===== src/rtl/time_unit_counter_if.sv =====
// Control/status bundle between the clock datapath and one time-unit counter.
// Master drives tick/enable/direction/load; slave (the counter) returns count and flags.
// Purely combinational wiring; no storage, no flow control.
interface time_unit_counter_if #(
  parameter int WIDTH = 6
);
  logic             en;
  logic             tick_in;
  logic             dir;
  logic             load_en;
  logic [WIDTH-1:0] load_val;
  logic [WIDTH-1:0] cnt;
  logic             carry_out;
  logic             load_err;

  modport master (
    output en, tick_in, dir, load_en, load_val,
    input  cnt, carry_out, load_err
  );

  modport slave (
    input  en, tick_in, dir, load_en, load_val,
    output cnt, carry_out, load_err
  );
endinterface


===== src/rtl/time_unit_counter.sv =====
// Modulo-MODULUS up/down counter advanced on tick_in rising edges, with checked load.
// Latency: cnt/carry_out update on the clk edge that samples the tick rise or load.
// No backpressure: a tick rise coinciding with a load is dropped, never queued.
module time_unit_counter #(
  parameter int MODULUS   = 60,
  parameter int WIDTH     = 6,
  parameter int RESET_VAL = 0
) (
  input  logic                 clk,
  input  logic                 resett,
  time_unit_counter_if.slave   bus
);

  localparam logic [WIDTH-1:0] MAX_VAL = WIDTH'(MODULUS - 1);
  localparam logic [WIDTH-1:0] RST_VAL = WIDTH'(RESET_VAL);
  localparam logic [WIDTH-1:0] ZERO    = '0;
  localparam logic [WIDTH-1:0] ONE     = WIDTH'(1);

  logic [WIDTH-1:0] cnt_q, cnt_d;
  logic             carry_q, carry_d;
  logic             err_q, err_d;
  logic             tick_q;
  logic             tick_rise;

  // Rising-edge detect on tick_in; the history register tracks tick_in every
  // cycle so a level held while disabled or loading never counts later.
  assign tick_rise = bus.tick_in & ~tick_q;

  // Next-state: load beats counting; carry is a pulse only on a counting wrap.
  always_comb begin
    cnt_d   = cnt_q;
    carry_d = 1'b0;
    err_d   = err_q;
    if (bus.load_en) begin
      if (bus.load_val > MAX_VAL) begin
        err_d = 1'b1;
      end else begin
        cnt_d = bus.load_val;
        err_d = 1'b0;
      end
    end else if (bus.en && tick_rise) begin
      if (!bus.dir) begin
        if (cnt_q == MAX_VAL) begin
          cnt_d   = ZERO;
          carry_d = 1'b1;
        end else begin
          cnt_d = cnt_q + ONE;
        end
      end else begin
        if (cnt_q == ZERO) begin
          cnt_d   = MAX_VAL;
          carry_d = 1'b1;
        end else begin
          cnt_d = cnt_q - ONE;
        end
      end
    end
  end

  // Tick history register, cleared by reset so a level held through reset counts once.
  always_ff @(posedge clk or negedge resett) begin
    if (!resett) begin
      tick_q <= 1'b0;
    end else begin
      tick_q <= bus.tick_in;
    end
  end

  // Count, carry pulse and sticky load error registers.
  always_ff @(posedge clk or negedge resett) begin
    if (!resett) begin
      cnt_q   <= RST_VAL;
      carry_q <= 1'b0;
      err_q   <= 1'b0;
    end else begin
      cnt_q   <= cnt_d;
      carry_q <= carry_d;
      err_q   <= err_d;
    end
  end

  assign bus.cnt       = cnt_q;
  assign bus.carry_out = carry_q;
  assign bus.load_err  = err_q;

endmodule


===== src/flat_wrapper.sv =====
// flat-port wrapper written by rule: the top's interface ports become plain ports
module time_unit_counter_flat 
#(
  parameter int MODULUS   = 60,
  parameter int WIDTH     = 6,
  parameter int RESET_VAL = 0
)
  (clk, resett, bus_en, bus_tick_in, bus_dir, bus_load_en, bus_load_val, bus_cnt, bus_carry_out, bus_load_err);
  time_unit_counter_if #(.WIDTH(WIDTH)) bus_i ();
  input  logic clk;
  input  logic resett;
  input wire logic [$bits(bus_i.en)-1:0] bus_en;
  input wire logic [$bits(bus_i.tick_in)-1:0] bus_tick_in;
  input wire logic [$bits(bus_i.dir)-1:0] bus_dir;
  input wire logic [$bits(bus_i.load_en)-1:0] bus_load_en;
  input wire logic [$bits(bus_i.load_val)-1:0] bus_load_val;
  output wire logic [$bits(bus_i.cnt)-1:0] bus_cnt;
  output wire logic [$bits(bus_i.carry_out)-1:0] bus_carry_out;
  output wire logic [$bits(bus_i.load_err)-1:0] bus_load_err;
  assign bus_i.en = bus_en;
  assign bus_i.tick_in = bus_tick_in;
  assign bus_i.dir = bus_dir;
  assign bus_i.load_en = bus_load_en;
  assign bus_i.load_val = bus_load_val;
  assign bus_cnt = bus_i.cnt;
  assign bus_carry_out = bus_i.carry_out;
  assign bus_load_err = bus_i.load_err;
  time_unit_counter #(.MODULUS(MODULUS), .WIDTH(WIDTH), .RESET_VAL(RESET_VAL)) u_core (.clk(clk), .resett(resett), .bus(bus_i));
endmodule

===== config.mk =====
export PLATFORM = sky130hd
export DESIGN_NAME = time_unit_counter_flat
export DESIGN_NICKNAME = d
export VERILOG_FILES = /design/src/rtl/time_unit_counter_if.sv /design/src/rtl/time_unit_counter.sv /design/src/flat_wrapper.sv
export SDC_FILE = /design/constraint.sdc
export NUM_CORES = 1
export LEC_CHECK = 0
export BUFFER_PORTS_ARGS = -buffer_cell sky130_fd_sc_hd__buf_4
export CELL_PAD_IN_SITES_DETAIL_PLACEMENT = 1
export CELL_PAD_IN_SITES_GLOBAL_PLACEMENT = 1
export CORE_MARGIN = 1.5
export CORE_UTILIZATION = 43
export CTS_BUF_LIST = sky130_fd_sc_hd__clkbuf_8
export DETAILED_ROUTE_END_ITERATION = 16
export GPL_TIMING_DRIVEN = 0
export PLACE_DENSITY = 0.91
export SYNTH_ARGS = -nofsm -noshare
export SYNTH_HDL_FRONTEND = slang
export SYNTH_SLANG_ARGS = --single-unit

===== constraint.sdc =====
create_clock -name clk -period 3.9 [get_ports clk]
set_clock_uncertainty 0.05 [all_clocks]
set_input_delay 1.17 -clock clk [delete_from_list [all_inputs] [get_ports clk]]
set_output_delay 1.17 -clock clk [all_outputs]
set_load 0.01 [all_outputs]

Yosys cells after proc, flatten, opt, wreduce, memory -nomap -nowiden
Cells that the tools add are included.

word-level totals
  memory bits (writable) = 0
  memories kept = 0
  output and inout port bits = 8
  ROM bits = 0
  register bits after elaboration = 9
  latch bits = 0
  input port bits = 12

operators by class
  shift operators = 0
  add/sub/neg operators = 2
  eq/ne operators = 2
  order comparisons = 1
  reductions and logical operators = 4
  bitwise logic cells = 2
  multiply operators = 0
  divide/modulo/power cells = 0
  mux-type cells = 12

operators with widths
  cell                 number
  $mux 6               6
  $add 6x1->6 const B  1
  $eq 6x6->1 const B   1
  $gt 6x6->1 const B   1
  $logic_not 6->1      1
  $mux 1               6
  $sub 6x1->6 const B  1
  $ne 2x2->1 const B   1
  $reduce_and 2->1     1
  $reduce_bool 2->1    1
  $and 1x1->1          1
  $logic_and 1x1->1    1
  $not 1->1            1

Longest topological paths before layout
Gate-level depths: netlist of run 1.

  word-level depth = 5
  mapped depth = 6

Least setup slack after synthesis of run 1
No wires, ideal clock.

  kind = input port to flip-flop
  start = in bus_load_en
  end = reg u_core.cnt_q[3], in the netlist u_core.bus.cnt[3]
  cell stages on the path = 5
  slack = 1.708 ns
  required time = 3.728 ns
  arrival time = 2.020 ns
  setup time = 0.122 ns
  path through = buf_4 nand2b_4 and3_1 a311o_1 a32o_1

between the ends
  cells in the longest elaborated chain, start to end = 2
  elaborated cells on any way between the ends = 4

RTL lines
  element                                                           line                     RTL
  from (decl)                                                       flat_wrapper.sv:15       input wire logic [$bits(bus_i.load_en)-1:0] bus_load_en;
  $ne 2x2->1 (no line) / $reduce_bool 2->1 (equally long branches)  --
  $reduce_and 2->1 (no line)                                        --
  to (signal assigned)                                              time_unit_counter.sv:76  cnt_q <= cnt_d;
  to (decl)                                                         time_unit_counter.sv:19  logic [WIDTH-1:0] cnt_q, cnt_d;

Several ways; a longest one is shown, not always the timed one.
A chain may end at the register's enable or synchronous reset.

Worst setup path in the final report of run 1
  start = reg u_core.cnt_q[0], in the netlist u_core.bus.cnt[0]
  end = out bus_cnt[0]

RTL lines
  element    line                RTL
  to (decl)  flat_wrapper.sv:17  output wire logic [$bits(bus_i.cnt)-1:0] bus_cnt;

No word-level cell between the ends.

==> flow_summary_export.csv, run 1 <==
group,metric,value,unit
die,die_w,46.7,um
worst_setup_path,cp.depth,1,
routing,wl,2600,um
die,initial_core_util,46.5,%
worst_setup_path,crit_chain,"buf_4",
worst_setup_path,cp_num_buf_inv,1,
synth,synthSimpleGateAreaFrac,26.1,%
synth,async_flop_share,100,%
cts,clk_path_buf_depth,2,
worst_setup_path,end_kind,"output port",
cts,cts_hold_buf,0,
synth,synth_cells,94,
layout,fin_nets,132,
power_and_ir_drop,p_leak,0.000441,uW
place,post-place-ws,1.54,ns
global_routing,overflow,0,
synth,synth.top_cells.by_area,"dfrtp_1, ha_1, a211oi_1, nor4b_1, o2bb2ai_1",
cts,ctsResizeCount,0,
routing,avgRoutedWirePerCell,18.4,um
min_path,min_path_type,"register to register",
cts,cts.clk_slew.worst_paths,0.05,ns
sta,fin_ws,1.75,ns
synth,synth_edf_count,0,
cts,post-cts-setup-buffers,0,
worst_setup_path,cp_top_family,"flip-flops",
die,dieHeight,46.7,um
sta,relSlewSlack,71.4,%
synth,yosys_register_bits,9,
cts,htree_levels,1,
worst_setup_path,max_stage_delay,0.50,ns
synth,synth.distinct_cells,45,
sta,maxSlewViolCount,0,
layout,syn2layout_area_growth,26.0,%
global_routing,grt_max_degree,11,
worst_setup_path,critical_path_class,"register to output port",
global_routing,grt_pass1_vias,894,
sta,fmax,465,MHz
routing,vias,885,
die,core-area,1760,um^2
worst_setup_path,critPathSlowestCell,"dfrtp_1",
routing,vias_per_cell,6.28,
layout,fillCellCount,238,
power_and_ir_drop,ir_worst_vdd,0.275,mV
worst_setup_path,cp.arrival,0.93,ns
synth,synth_top_area_share,27.5,%
place,dp_hpwl,1960,um
die,io_pins,20,
die,die-area,2180,um^2
synth,synth_warnings,0,
routing,drtIter0Drc,22,
cts,root_buffer,"clkbuf_8",
cts,cts_tree,"built",
global_routing,antenna_found_initial,0,
routing,ant_nets,0,
status,outcome,"completed",
layout,antenna_cells,0,
sta,tightest_slew,0.428,ns
synth,synth_compound_area_share,33.7,%
power_and_ir_drop,seqPwrFrac,29.2,%
synth,synth_area_per_cell,8.72,um^2
power_and_ir_drop,swShare,40.1,%
synth,synth_top_family_by_area,"compound AO/OA/AOI/OAI gates",
synth,syn-num-nets,109,
place,gp_congestion,0.849,
synth,muxShareOfSynthArea,0,%
synth,synth_ff_type,"dfrtp_1",
layout,drive_gt1_share,30.2,%
sta,rsz0062_at_grt,"no",
power_and_ir_drop,p_int,279,uW
routing,first_pass_iters,4,
sta,hold_viol,0,
sta,min_period,2.15,ns
min_path,worstHoldPathCells,1,
cts,cts.sinks,9,
worst_setup_path,startpoint,"u_core.bus.cnt[0]",
routing,drc,0,
synth,yosysSeqAreaShare,27.5,%
power_and_ir_drop,clockPowerShare,24.7,%
place,port_buffers,18,
flow_run,maxCapViolCount,0,
global_routing,grtUsageTotal,28.1,%
worst_setup_path,crit_fanout,9,
synth,synthXorXnorAreaFrac,1.07,%
worst_setup_path,start_kind,"register",
sta,fin_crit_sh,55.2,%
sta,setup_viol,0,
power_and_ir_drop,power.density_cell_area,451,nW/um^2
global_routing,grt_pass1_wl,4250,um
cts,cts_buffers,3,
synth,synth.largest_area_cell,"dfrtp_1",
sta,setup_tns,0,ns
power_and_ir_drop,p_comb_share,46.0,%
cts,insertion_delay,0.24,ns
min_path,hp-start,"u_core.bus.load_err",
synth,netlist_area,820,um^2
worst_setup_path,r2r_cells,6,
synth,synthAdderAreaFrac,4.58,%
worst_setup_path,required,2.68,ns
worst_setup_path,r2r-start,"u_core.bus.cnt[0]",
power_and_ir_drop,power_switching,187,uW
die,rows,15,
[worst paths after layout]
path,endpoint,slack (ns)
setup / recovery,bus_cnt[0],1.75
hold / removal,u_core.bus.load_err,0.46
setup reg to reg,u_core.bus.cnt[5],1.98
hold reg to reg,u_core.bus.load_err,0.46
max in group asynchronous,u_core.bus.cnt[4],2.96
min in group asynchronous,u_core.bus.load_err,0.69
[layer usage]
layer	track usage (%)	wire [um]	part of all wire [%]	up-vias
met5	0	0	0	-
met1	36.0	1110	43	436
met4	11.1	67	2.6	0
met2	46.4	1310	50	31
met3	5.10	116	4.5	9
li1	-	-	-	409
[through the flow]
stage / std cells / util [%] / total power [uW] / instance area (um^2) / hold slack (ns)
2_1_floorplan: 94 / - / 273 / 820 / 0.471
3_3_place_gp: 137 / 55.9 / 338 / 986 / 0.428
3_5_place_dp: 137 / 55.9 / 348 / 986 / 0.457
4_1_cts: 141 / 58.5 / 463 / 1030 / 0.469
5_1_grt: 141 / 58.5 / 491 / 1030 / 0.472
6_report: 141 / 58.5 / 466 / 1030 / 0.462
[cells in the mapped netlist, drive strengths merged, types with 3 or more instances]
cell,n
dfrtp,9
o21ai,7
buf,6
inv,6
nand2,6
nor2,5
a211oi,4
a21boi,4
nor4b,4
a21oi,3
ha,3
nand3,3
o2bb2ai,3
[power by group through the flow]
| stage | sequential (uW) | combinational (uW) | clock (uW) |
|---|---|---|---|
| floorplan | 139 | 134 | 0 |
| global placement | 135 | 203 | 0 |
| detailed placement | 137 | 211 | 0 |
| CTS | 135 | 213 | 114 |
| global route | 139 | 235 | 117 |
| finish | 136 | 214 | 115 |
[cells by family (layout without fill, tap and decap cells)]
| family | after synthesis | count (layout) |
|---|---|---|
| adder cells (fa/ha/maj) | 3 | 3 |
| AO/OA/AOI/OAI | 36 | 36 |
| buffers and inverters | 12 | 34 |
| AND/OR/NAND/NOR | 33 | 33 |
| XOR/XNOR | 1 | 1 |
| flip-flops | 9 | 9 |
[layout by cell type, fill, tap and decap left out, types with 2 or more instances in the layout]
cell        n
a21boi_0    3
inv_1       5
nor2_1      5
o21ai_1     3
nor2b_1     2
o2bb2ai_1   3
buf_4      20
ha_1        3
nor4b_1     3
a21oi_1     2
a311o_1     2
nor3_1      2
a211oi_1    4
clkbuf_8    3
o21ai_0     4
buf_2       4
dfrtp_1     9
nand2_1     6
o22ai_1     2
a32o_1      2
nand3_1     3
[final cells by class]
class	instances	area [um^2]	share of cell area (%)
buffer	6	35.0	3.39
clock buffer	3	41.3	4.00
clock inverter	1	5.00	0.485
inverter	6	22.5	2.18
multi-input combinational	73	537	52.0
sequential	9	225	21.8
tap	25	31.3	3.03
timing repair buffer	18	135	13.1
[state kept, by name, summed over array words and instances (netlist names)]
signal and cells:
u_core.bus.cnt 6, u_core.bus.carry_out 1, u_core.bus.load_err 1, u_core.tick_q 1
(Power assumes the default switching activity.)
==> run 2: changes to the inputs <==
Settings changed: ABC_AREA set to 1, CORE_UTILIZATION 43 to 34, PLACE_DENSITY 0.91 to 0.81.
Clock period 3.9 ns to 1.85 ns, I/O delays scaled along.
==> run 2 against run 1 <==
Compared with the run above: wire length decreased by 29%; largest cell class unchanged; worst hold slack got worse by 0.37 ns; via count decreased by 17%; first-iteration DRC count decreased by 18%; power increased by 73%; critical path depth unchanged; register-to-register slack got worse by 1.6 ns.
==> flow_summary_export.csv, run 2 <==
group,metric,value,unit
status,outcome,"completed",
synth,yosysMostFrequentCell,"nand2_1",
power_and_ir_drop,power_switching,293,uW
layout,antenna_cells,0,
power_and_ir_drop,swShare,36.4,%
sta,rsz0062_at_grt,"no",
cts,clk_path_buf_depth,2,
worst_setup_path,rrSetupSlack,0.34,ns
layout,fin_nets,140,
worst_setup_path,start_kind,"register",
synth,synth_top_area_share,29.4,%
global_routing,grt_pass1_wl,3270,um
layout,final_cell_area,981,um^2
sta,maxSlewViolCount,0,
power_and_ir_drop,ir_worst_vdd,0.509,mV
power_and_ir_drop,p_leak,0.000490,uW
synth,synth.largest_area_cell,"dfrtp_1",
cts,cts_tree,"built",
worst_setup_path,crit_chain,"buf_4",
layout,seq_area,225,um^2
worst_setup_path,required,1.24,ns
synth,synthTopCellsByCount,"nand2_1, nor2_1, nand3_1",
sta,fmax,656,MHz
cts,cts_hold_buf,0,
power_and_ir_drop,power.density_cell_area,821,nW/um^2
routing,drtIter0Drc,18,
routing,vias_per_cell,4.89,
global_routing,grtUsageTotal,16.8,%
place,port_buffers,18,
global_routing,overflow,0,
worst_setup_path,cp_top_family,"flip-flops",
sta,fin_crit_sh,82.4,%
layout,syn2layout_area_growth,28.1,%
worst_setup_path,critical_path_class,"register to output port",
synth,synth.top_cells.by_area,"dfrtp_1, nand2_1, nor2_1, nand3_1, nor2_4",
cts,ctsResizeCount,0,
flow_run,maxCapViolCount,0,
sta,hold_viol,0,
die,die_w,50.5,um
synth,synth_ff_type,"dfrtp_1",
synth,synthSimpleGateAreaFrac,42.0,%
routing,wl,1840,um
power_and_ir_drop,p_comb_share,39.2,%
routing,avgRoutedWirePerCell,12.2,um
power_and_ir_drop,totalPowerFinal,806,uW
sta,tightest_slew,0.290,ns
sta,relSlewSlack,80.7,%
synth,syn-num-nets,117,
synth,synth_top_family_by_area,"simple AND/OR/NAND/NOR gates",
synth,synth_warnings,0,
layout,multiInputGateArea,470,um^2
die,rows,16,
worst_setup_path,critPathSlowestCell,"dfrtp_1",
min_path,min_path_type,"primary input to async pin",
synth,synth.distinct_cells,25,
layout,final_common_cell,"nand2_1",
synth,yosys_register_bits,9,
place,gp_congestion,0.804,
synth,synthXorXnorAreaFrac,5.72,%
die,die-area,2550,um^2
power_and_ir_drop,p_int,512,uW
routing,first_pass_iters,4,
synth,muxShareOfSynthArea,0,%
synth,synth_compound_area_share,8.82,%
sta,hold_slack,0.0881,ns
synth,synth_area_per_cell,7.51,um^2
cts,cts.sinks,9,
sta,setup_tns,0,ns
cts,cts_buffers,3,
synth,synthAdderAreaFrac,4.90,%
cts,htree_levels,1,
layout,largest_reg_flops,6,
synth,yosysSeqAreaShare,29.4,%
synth,netlist_area,766,um^2
die,dieHeight,50.5,um
power_and_ir_drop,seqPwrFrac,32.6,%
cts,cts.clk_slew.worst_paths,0.05,ns
layout,drive_gt1_share,33.1,%
synth,synth_edf_count,0,
synth,synth_cells,102,
worst_setup_path,cp_num_buf_inv,1,
worst_setup_path,cp.arrival,0.92,ns
routing,ant_nets,0,
cts,insertion_delay,0.23,ns
layout,final_util,48.0,%
global_routing,grt_pass1_vias,767,
routing,drc,0,
layout,final_cell_mix,"nand2_1, buf_4, nor2_1, nand3_1, dfrtp_1",
cts,post-cts-setup-buffers,0,
sta,min_period,1.52,ns
worst_setup_path,crit_fanout,6,
sta,setup_viol,0,
die,core-area,2040,um^2
power_and_ir_drop,clockPowerShare,28.2,%
global_routing,grt_max_degree,10,
worst_setup_path,end_kind,"output port",
global_routing,antenna_found_initial,0,
cts,root_buffer,"clkbuf_8",
worst_setup_path,max_stage_delay,0.50,ns
place,dp_hpwl,1460,um
routing,vias,738,
layout,fillCellCount,276,
die,initial_core_util,37.5,%
die,io_pins,20,
synth,async_flop_share,100,%
place,place_area,935,um^2
==> run 2: changes by cell type after synthesis, moves of 4 or more <==
| cell | previous run | this run |
|---|---|---|
| nor2_4 | 0 | 4 |
| nor2_1 | 5 | 14 |
| xor2_1 | 0 | 5 |
| nand3_1 | 3 | 10 |
| nand2_1 | 6 | 24 |
| buf_2 | 4 | 0 |
| a211oi_1 | 4 | 0 |
==> run 2: power by group through the flow <==
| stage | Clock, uW | Combinational (uW) | Sequential, uW |
|---|---|---|---|
| 6_report | 227 | 316 | 263 |
| 5_1_grt | 243 | 356 | 267 |
| 4_1_cts | 239 | 322 | 264 |
| 3_5_place_dp | 0 | 320 | 266 |
| 3_3_place_gp | 0 | 311 | 264 |
| 2_1_floorplan | 0 | 208 | 268 |
==> run 2: stage by stage <==
stage / worst slack (ns) / instances
finish: 0.326 / 151
global route: 0.205 / 151
CTS: 0.306 / 151
detailed placement: 0.333 / 147
global placement: 0.358 / 147
floorplan: 0.452 / 102
==> run 2: area by class of cell <==
type                    instances  share of cell area [%]
clock inverters                 1                   0.510
clock buffers                   3                    4.21
inverters                       9                    3.44
plain buffers                   3                    3.70
well taps                      27                    3.44
flip-flops and latches          9                    23.0
repair buffers                 18                    13.8
multi-input cells              81                    48.0
==> run 2: cell families (layout without fill, tap and decap cells) <==
logic type,Yosys count,after routing
flops,9,9
simple gates,63,63
xor+xnor,5,5
buf+inv,12,34
fa+ha+maj,3,3
compound gates,10,10
==> run 2: metal layers <==
metal  part of all wire, %  vias up  GRT usage (%)
li1                      -      370              -
met1                    44      353           19.1
met2                    52       15           31.6
met3                   4.4        0           4.46
met4                     0        0           2.70
met5                     0        -              0
==> run 2: final timing paths <==
check | from | end | cells past startpoint
max reg2reg | u_core.bus.cnt[0] | u_core.bus.cnt[3] | 8
min | resett | u_core.bus.cnt[2] | 1
min in group clk | bus_tick_in | u_core.tick_q | 1
max | u_core.bus.cnt[1] | bus_cnt[1] | 1
max in group asynchronous | resett | u_core.bus.cnt[3] | 1
min reg2reg | u_core.bus.load_err | u_core.bus.load_err | 1
==> run 3: changes to the inputs <==
Clock period 1.85 ns to 1.3 ns, I/O delays scaled along.
==> run 3 against run 2 <==
Compared with the run above: the run now ends with negative setup slack left; cell count increased by 5.3%; clock power increased by 48%; via count increased by 8.8%; worst hold slack improved by 0.13 ns; sequential share of layout area decreased by 3.2 points; critical endpoint is now u_core.bus.cnt[5]; highest routed layer is now met4.
==> flow_summary_export.csv, run 3 (synthesis gave the netlist of run 2 again) <==
group,metric,value,unit
cts,root_buffer,"clkbuf_8",
worst_setup_path,max_stage_delay,0.47,ns
power_and_ir_drop,ir_worst_vdd,0.889,mV
sta,maxSlewViolCount,0,
flow_run,maxCapViolCount,0,
global_routing,grtUsageTotal,21.0,%
status,violations,"negative setup slack",
status,outcome,"finished, violations left",
cts,htree_levels,1,
min_path,worstHoldPathCells,1,
routing,ant_nets,0,
die,rows,16,
worst_setup_path,required,1.42,ns
sta,tightest_slew,0.213,ns
global_routing,overflow,0,
die,initial_core_util,37.5,%
worst_setup_path,cp_top_family,"simple AND/OR/NAND/NOR gates",
place,port_buffers,18,
cts,cts_tree,"built",
worst_setup_path,end_kind,"register",
routing,first_pass_iters,4,
place,gp_congestion,0.805,
sta,fin_crit_sh,105,%
routing,avgRoutedWirePerCell,15.4,um
cts,clk_path_buf_depth,2,
sta,fin_ws,-0.0665,ns
die,core-area,2040,um^2
layout,final_cell_mix,"buf_4, nand2_1, nor2_1, nand3_2, nor2_4",
sta,setup_tns,-0.237,ns
place,dp_hpwl,1570,um
layout,final_util,57.0,%
cts,insertion_delay,0.24,ns
global_routing,use_met1,21.8,%
die,die_w,50.5,um
global_routing,grt_pass1_vias,831,
global_routing,grt_max_degree,10,
global_routing,met3_usage,4.46,%
global_routing,antenna_found_initial,0,
routing,drtIter0Drc,7,
routing,drc,0,
layout,final_common_cell,"buf_4",
die,die-area,2550,um^2
power_and_ir_drop,power.density_cell_area,1160,nW/um^2
min_path,min_path_type,"primary input to register",
layout,fin_nets,148,
sta,setup_viol,7,
cts,cts.sinks,9,
layout,largest_reg_flops,6,
routing,vias,803,
place,place_area,940,um^2
worst_setup_path,crit_chain,"ha_4 -> nand2_4 -> nor2_4 -> nor2_4 -> nand3_2 -> nand3_2 -> nand2_1 -> nand2_1",
worst_setup_path,cp_num_buf_inv,0,
worst_setup_path,rrSetupSlack,-0.07,ns
worst_setup_path,r2r-end,"u_core.bus.cnt[5]",
worst_setup_path,cp.arrival,1.49,ns
place,place_inst,147,
layout,antenna_cells,0,
die,io_pins,20,
routing,wl,2440,um
global_routing,grt_pass1_wl,3920,um
worst_setup_path,r2r-start,"u_core.bus.cnt[1]",
layout,fillCellCount,252,
layout,final_cell_area,1160,um^2
min_path,holdPathEnd,"u_core.tick_q",
layout,syn2layout_area_growth,52.1,%
worst_setup_path,r2r_cells,8,
worst_setup_path,start_kind,"register",
sta,min_period,1.37,ns
worst_setup_path,critPathSlowestCell,"dfrtp_2",
cts,cts.clk_slew.worst_paths,0.05,ns
worst_setup_path,critical_path_class,"register to register",
power_and_ir_drop,p_leak,0.000543,uW
sta,fmax,732,MHz
sta,relSlewSlack,85.7,%
cts,cts_buffers,3,
power_and_ir_drop,totalPowerFinal,1350,uW
die,dieHeight,50.5,um
global_routing,busiest_layer,"met2",
global_routing,use_met2,41.7,%
sta,hold_viol,0,
worst_setup_path,crit_fanout,5,
layout,final_cells,159,
sta,rsz0062_at_grt,"yes",
layout,drive_gt1_share,51.5,%
min_path,hp-start,"bus_tick_in",
routing,vias_per_cell,5.05,
run 3: cell count changes in the layout (fill, tap and decap cells not counted), sizes merged:
cell         delta
buf             +7
dlygate4sd3     +1
run 3: layer usage:
metal | wire (um) | part of all wire, % | vias up
met5 | 0 | 0 | -
met4 | 18 | 0.74 | 0
met3 | 114 | 4.7 | 5
met2 | 1340 | 55 | 25
met1 | 966 | 40 | 388
li1 | - | - | 385
run 3: through the flow:
step,setup slack (ns),hold slack [ns]
2_1_floorplan,0.00400,0.0444
3_3_place_gp,-0.0750,0.174
3_5_place_dp,-0.118,0.179
4_1_cts,-0.0280,0.219
5_1_grt,-0.124,0.213
6_report,-0.0665,0.222
run 3: power breakdown:
| part | total (uW) | internal (uW) | switching (uW) |
|---|---|---|---|
| Clock | 335 | 210 | 125 |
| Combinational | 631 | 286 | 346 |
| Sequential | 379 | 322 | 57.1 |
run 3: repair_timing:
action | 4_1_cts | 5_1_grt
hold buffers | 1 | 0
pin swaps | 2 | 7
hold endpoints to repair | 9 | 0
setup buffers | 5 | 2
resized for setup | 13 | 13
setup endpoints to repair | 10 | 11
run 3: how the worst max path moves through the flow:
stage          slack (ns)  cells after the start                 to               from
2_1_floorplan       0.004                      8  u_core.bus.cnt[0]  u_core.bus.cnt[1]
3_5_place_dp        -0.12                      8  u_core.bus.cnt[3]  u_core.bus.cnt[1]
6_report            -0.07                      8  u_core.bus.cnt[5]  u_core.bus.cnt[1]
5_1_grt             -0.12                      7  u_core.bus.cnt[5]  u_core.bus.cnt[1]
3_3_place_gp        -0.08                      8  u_core.bus.cnt[3]  u_core.bus.cnt[1]
4_1_cts             -0.03                      9  u_core.bus.cnt[3]  u_core.bus.cnt[1]
run 3: cell type report:
| cell class | instances | area [um^2] | area share, % |
|---|---|---|---|
| Buffer | 3 | 36.3 | 3.11 |
| Tap cell | 27 | 33.8 | 2.90 |
| Clock buffer | 3 | 41.3 | 3.54 |
| Clock inverter | 1 | 5.00 | 0.430 |
| Timing Repair Buffer | 26 | 201 | 17.3 |
| Sequential cell | 9 | 230 | 19.8 |
| Inverter | 9 | 38.8 | 3.33 |
| Multi-Input combinational cell | 81 | 578 | 49.6 |
